### src/rtl/imem_pkg.sv
// Shared definitions for the instruction-memory port arbiter, its RAM and the fetch stage.
package imem_pkg;

  localparam int unsigned IMEM_ADDR_W = 4;
  localparam int unsigned IMEM_DATA_W = 32;

  typedef enum logic [0:0] {
    ST_BOOT = 1'b0,
    ST_RUN  = 1'b1
  } state_e;

  localparam logic [31:0] NOP = 32'h0000_0000;

endpackage

### src/rtl/starve_counter.sv
// Saturating count of fetch wins over a pending loader write; clear has priority over increment.
module starve_counter #(
  parameter int unsigned STARVE_MAX = 8
) (
  input  logic clk,
  input  logic rst_n,
  input  logic inc,
  input  logic clr,
  output logic at_max
);

  localparam int unsigned CNT_W = $clog2(STARVE_MAX + 1);
  localparam logic [CNT_W-1:0] CNT_MAX = CNT_W'(STARVE_MAX);

  logic [CNT_W-1:0] count_q;
  logic [CNT_W-1:0] count_d;

  always_comb begin
    count_d = count_q;
    if (clr) begin
      count_d = '0;
    end else if (inc && (count_q != CNT_MAX)) begin
      count_d = count_q + CNT_W'(1);
    end
  end

  always_ff @(posedge clk) begin
    if (!rst_n) begin
      count_q <= '0;
    end else begin
      count_q <= count_d;
    end
  end

  assign at_max = (count_q == CNT_MAX);

endmodule

### src/rtl/imem_port_arbiter.sv
// Shares the single instruction-RAM port between CPU fetch and the boot/program loader.
module imem_port_arbiter
  import imem_pkg::*;
#(
  parameter int unsigned ADDR_W     = IMEM_ADDR_W,
  parameter int unsigned DATA_W     = IMEM_DATA_W,
  parameter int unsigned STARVE_MAX = 8
) (
  input  logic              clk,
  input  logic              rst_n,
  input  logic              fetch_req,
  input  logic [31:0]       fetch_pc,
  output logic [DATA_W-1:0] fetch_instr,
  output logic              fetch_valid,
  output logic              stall,
  input  logic              ld_valid,
  output logic              ld_ready,
  input  logic [ADDR_W-1:0] ld_addr,
  input  logic [DATA_W-1:0] ld_data,
  input  logic              ld_last,
  output logic              boot_done,
  output logic              mem_en,
  output logic              mem_we,
  output logic [ADDR_W-1:0] mem_addr,
  output logic [DATA_W-1:0] mem_wdata,
  input  logic [DATA_W-1:0] mem_rdata
);

  state_e state_q, state_d;
  logic   fetch_valid_q, fetch_valid_d;
  logic   oob_q, oob_d;
  logic   boot_done_q, boot_done_d;
  logic   cnt_inc, cnt_clr, at_max;
  logic   in_range;
  logic   unused_pc_lsb;

  assign in_range      = (fetch_pc[31:ADDR_W+2] == '0);
  assign unused_pc_lsb = ^fetch_pc[1:0];

  starve_counter #(
    .STARVE_MAX (STARVE_MAX)
  ) u_starve (
    .clk    (clk),
    .rst_n  (rst_n),
    .inc    (cnt_inc),
    .clr    (cnt_clr),
    .at_max (at_max)
  );

  // Port ownership: loader during boot, fetch by default afterwards unless the loader is starved.
  always_comb begin
    state_d       = state_q;
    fetch_valid_d = 1'b0;
    oob_d         = 1'b0;
    boot_done_d   = boot_done_q;
    stall         = 1'b1;
    ld_ready      = 1'b0;
    mem_en        = 1'b0;
    mem_we        = 1'b0;
    mem_addr      = '0;
    mem_wdata     = '0;
    cnt_inc       = 1'b0;
    cnt_clr       = 1'b1;
    if (rst_n) begin
      if (state_q == ST_BOOT) begin
        ld_ready = 1'b1;
        if (ld_valid) begin
          mem_en    = 1'b1;
          mem_we    = 1'b1;
          mem_addr  = ld_addr;
          mem_wdata = ld_data;
          if (ld_last) begin
            state_d     = ST_RUN;
            boot_done_d = 1'b1;
          end
        end
      end else begin
        stall    = at_max && ld_valid;
        ld_ready = !fetch_req || at_max;
        if (ld_valid && ld_ready) begin
          mem_en    = 1'b1;
          mem_we    = 1'b1;
          mem_addr  = ld_addr;
          mem_wdata = ld_data;
        end else if (fetch_req) begin
          fetch_valid_d = 1'b1;
          oob_d         = !in_range;
          mem_en        = in_range;
          mem_addr      = fetch_pc[ADDR_W+1:2];
          if (ld_valid) begin
            cnt_inc = 1'b1;
            cnt_clr = 1'b0;
          end
        end
      end
    end
  end

  always_ff @(posedge clk) begin
    if (!rst_n) begin
      state_q       <= ST_BOOT;
      fetch_valid_q <= 1'b0;
      oob_q         <= 1'b0;
      boot_done_q   <= 1'b0;
    end else begin
      state_q       <= state_d;
      fetch_valid_q <= fetch_valid_d;
      oob_q         <= oob_d;
      boot_done_q   <= boot_done_d;
    end
  end

  // RAM output register supplies the data; out-of-range and idle cycles present a NOP.
  assign fetch_instr = (fetch_valid_q && !oob_q) ? mem_rdata : DATA_W'(NOP);
  assign fetch_valid = fetch_valid_q;
  assign boot_done   = boot_done_q;

endmodule

### config.mk
export PLATFORM = sky130hd
export DESIGN_NAME = imem_port_arbiter
export DESIGN_NICKNAME = d
export VERILOG_FILES = /design/src/rtl/imem_pkg.sv /design/src/rtl/starve_counter.sv /design/src/rtl/imem_port_arbiter.sv
export SDC_FILE = /design/constraint.sdc
export NUM_CORES = 1
export LEC_CHECK = 0
export BUFFER_PORTS_ARGS = -buffer_cell sky130_fd_sc_hd__buf_2
export CAP_MARGIN = 40
export CORE_AREA = 3 3 69 71
export CTS_BUF_LIST = sky130_fd_sc_hd__clkbuf_4 sky130_fd_sc_hd__clkbuf_8
export CTS_CLUSTER_SIZE = 16
export DETAILED_ROUTE_END_ITERATION = 12
export DIE_AREA = 0 0 72 74
export PLACE_DENSITY_LB_ADDON = 0.15
export SLEW_MARGIN = 40
export SYNTH_ARGS = -nofsm -noshare
export SYNTH_HDL_FRONTEND = slang
export SYNTH_SLANG_ARGS = --single-unit
### constraint.sdc
create_clock -name clk -period 1.89 [get_ports clk]
set_input_delay 0.378 -clock clk [delete_from_list [all_inputs] [get_ports clk]]
set_output_delay 0.378 -clock clk [all_outputs]
set_load 0.005 [all_outputs]
==> results.cfg <==
[timing]
maxSlewViolCount = 0
fin_ws_ns = -0.0827
max_slew_margin_pct = 79.8
finalSetupViolCount = 36
final_hold_viol_count = 0
finalCritPeriodShare_pct = 104
maxClockFrequency_mhz = 507
period_needed_ns = 1.97
rsz0062_at_grt = yes
fin_skew_ns = 0.00601
tightest_slew_ns = 0.300

[synthesis]
syn_inst = 122
synth_xor_area_share_pct = 1.94
ys_types = 23
synthMuxAreaShare_pct = 0
syn-cell-area_um2 = 901
synth_compound_area_share_pct = 10.6
ys_warn_count = 0
synth_top_family_by_area = simple AND/OR/NAND/NOR gates
synth-simple-area-share_pct = 60.0
avgSynthCellArea_um2 = 7.38
syn-num-nets = 229
ys_seq_area_share_pct = 17.8
ys_seq_elements = 8
synthAdderAreaFrac_pct = 2.78

[global_routing]
grt_usage_pct = 14.1
grt-ovfl-total = 0
grt_pass1_vias = 1130
grt_max_degree = 33
grt_pass1_wl_mm = 5.98
antenna_found_initial = 0

[power_and_ir_drop]
p_leak_nw = 1.21
irDropWorstVdd_mv = 0.336
p_sw_share_pct = 26.0
power_mw = 0.619
internal_power_mw = 0.458
combPwrFrac_pct = 38.0
seqPwrFrac_pct = 28.6
p_switching_mw = 0.161
powerDensity_nw_per_um2 = 321
power_frac_clock_pct = 33.4

[min_path]
hold_start = ld_last
hold_class = primary input to register

[placement]
dpl.hpwl_mm = 3.75
post-place-ws_ns = 0.0319
placed_area_um2 = 1820
place_congestion = 0.793
portBuffers = 176

[drt]
first_pass_iters = 4
viasPerCell = 3.93
drt_iter0_markers = 26
remaining_drc_errors = 0
ant_nets = 0
drt-total-wl_mm = 4.37
num_vias = 1396
post_drt_wl_per_cell_um = 12.3

[clock_network]
cts.sinks = 8
clk_latency_ns = 0.23
clk_pin_slew_worst_paths_ns = 0.05
cts_tree = yes
htreeDepth = 1
clock_path_buffers = 2
cts_root_buf = clkbuf_8
cts_made_buffers = 3

[cells_and_area]
synthToLayoutAreaGrowth_pct = 114
fill_cells = 441
layout.nets = 412
stdcell_area_um2 = 1930
drive_gt1_share_pct = 65.7
diodes = 0

[floorplanning]
die_w_um = 72
dieArea_um2 = 5330
initial_core_util_pct = 21.0
die_y_um = 74
core_um2 = 4290
ios = 179
row_count = 24

[status]
status = complete, but fails checks
violations = negative setup slack

[worst_setup_path]
critical_path.top_delay_family = buffers and inverters
cp_num_buf_inv = 4
crit_type = register to primary output
r2r_start = u_starve.count_q[1]
max_stage_delay_ns = 0.32
startpoint_type = register
arrival_ns = 1.59
worstPathRequired_ns = 1.51
end_kind = primary output
crit_fanout = 5
path_cells = inv_2, ha_2, and3b_4, o21ai_4, buf_12, inv_8, a22o_1, buf_2
critical_path.startpoint = u_starve.count_q[1]
crit_slowest_cell = dfxtp_2

[flow_run]
max-cap-violations = 0
-- kinds of logic (layout without fill, tap and decap cells) --
group | Yosys count | count (layout)
simple gates | 89 | 89
compound gates | 11 | 11
buf+inv | 10 | 191
flops | 8 | 8
fa+ha+maj | 2 | 2
xor+xnor | 2 | 2
-- path summary, 6_finish.rpt --
check,endpoint,cells past startpoint,slack (ns)
max reg2reg,u_starve.count_q[2],6,0.46
min reg2reg,boot_done,1,0.46
max,mem_addr[0],8,-0.08
min,state_q,3,0.43
-- layer usage --
| layer | track usage (%) | up-vias | wire, um |
|---|---|---|---|
| met2 | 29.0 | 63 | 2490 |
| met1 | 15.7 | 576 | 1530 |
| met3 | 2.16 | 0 | 345 |
| li1 | - | 757 | - |
| met5 | 0 | - | 0 |
| met4 | 1.25 | 0 | 0 |
-- cells in the mapped netlist --
| cell type | instances | area, um^2 |
|---|---|---|
| inv_1 | 3 | 11.3 |
| and3b_4 | 1 | 12.5 |
| or3b_4 | 1 | 11.3 |
| nor4_1 | 6 | 37.5 |
| buf_6 | 3 | 33.8 |
| nor2b_1 | 2 | 12.5 |
| clkbuf_1 | 3 | 11.3 |
| o31ai_1 | 1 | 7.51 |
| nand3_1 | 4 | 20.0 |
| nand4_1 | 1 | 6.26 |
| and2_1 | 65 | 407 |
| o21a_1 | 3 | 22.5 |
| a21oi_1 | 1 | 5.00 |
| ha_1 | 2 | 25.0 |
| xor2_1 | 1 | 8.76 |
| nand2_1 | 3 | 11.3 |
| nor2_1 | 6 | 22.5 |
| o21ai_4 | 1 | 16.3 |
| xnor2_1 | 1 | 8.76 |
| inv_4 | 1 | 6.26 |
| a21oi_2 | 1 | 8.76 |
| a22o_1 | 4 | 35.0 |
| dfxtp_1 | 8 | 160 |
-- state kept, by name, summed over array words and instances (netlist names) --
| register | count |
|---|---|
| oob_q | 1 |
| state_q | 1 |
| fetch_valid | 1 |
| boot_done | 1 |
| u_starve.count_q | 4 |
-- power groups by stage --
stage          registers, mW  clock network (mW)  logic (mW)
4_1_cts                0.177               0.214       0.236
2_1_floorplan          0.180                   0      0.0758
6_report               0.177               0.207       0.235
5_1_grt                0.177               0.226       0.262
3_3_place_gp           0.180                   0       0.222
3_5_place_dp           0.180                   0       0.223
-- area by class of cell --
type                       instances  area (um^2)  area share, %
timing repair buffer             181          931           48.2
multi-input combinational        104          686           35.5
sequential                         8          163           8.43
tap                               52         65.1           3.37
clock buffer                       3         41.3           2.14
inverter                           4         22.5           1.17
timing repair inverter             3         21.3           1.10
-- metrics by stage --
stage,std cells,setup TNS [ns],hold slack (ns),util [%]
final,355,-2.01,0.425,44.9
after global routing,355,-5.04,0.437,44.9
after CTS,355,-2.27,0.424,44.8
after detailed placement,346,0,0.453,42.3
after global placement,346,0,0.450,42.3
after floorplan,122,0,0.430,-
-- worst register-to-register path, stage by stage (launching register included) --
cell	delay [ns]
dfxtp_2	0.32
inv_2	0.03
ha_2	0.16
and3b_4	0.20
buf_4	0.14
or3b_4	0.41
nor2_1	0.10
-- timing repair --
item | in CTS | in global routing
endpoints found under the setup margin | 36 | 37
hold buffers | 0 | 0
gates cloned | 3 | 0
resized for setup | 7 | 3
pin swaps | 7 | 0
buffers inserted | 3 | 0
-- cell usage in the layout, fill, tap and decap left out, drive strengths merged --
master  instances
a21oi           2
a22o            4
and2           65
and3b           1
buf           181
clkbuf          3
dfxtp           8
ha              2
inv             7
nand2           3
nand3           4
nand4           1
nor2            6
nor2b           2
nor4            6
o21a            3
o21ai           1
o31ai           1
or3b            1
xnor2           1
xor2            1
Note: power is estimated with default switching activity, not from simulation.
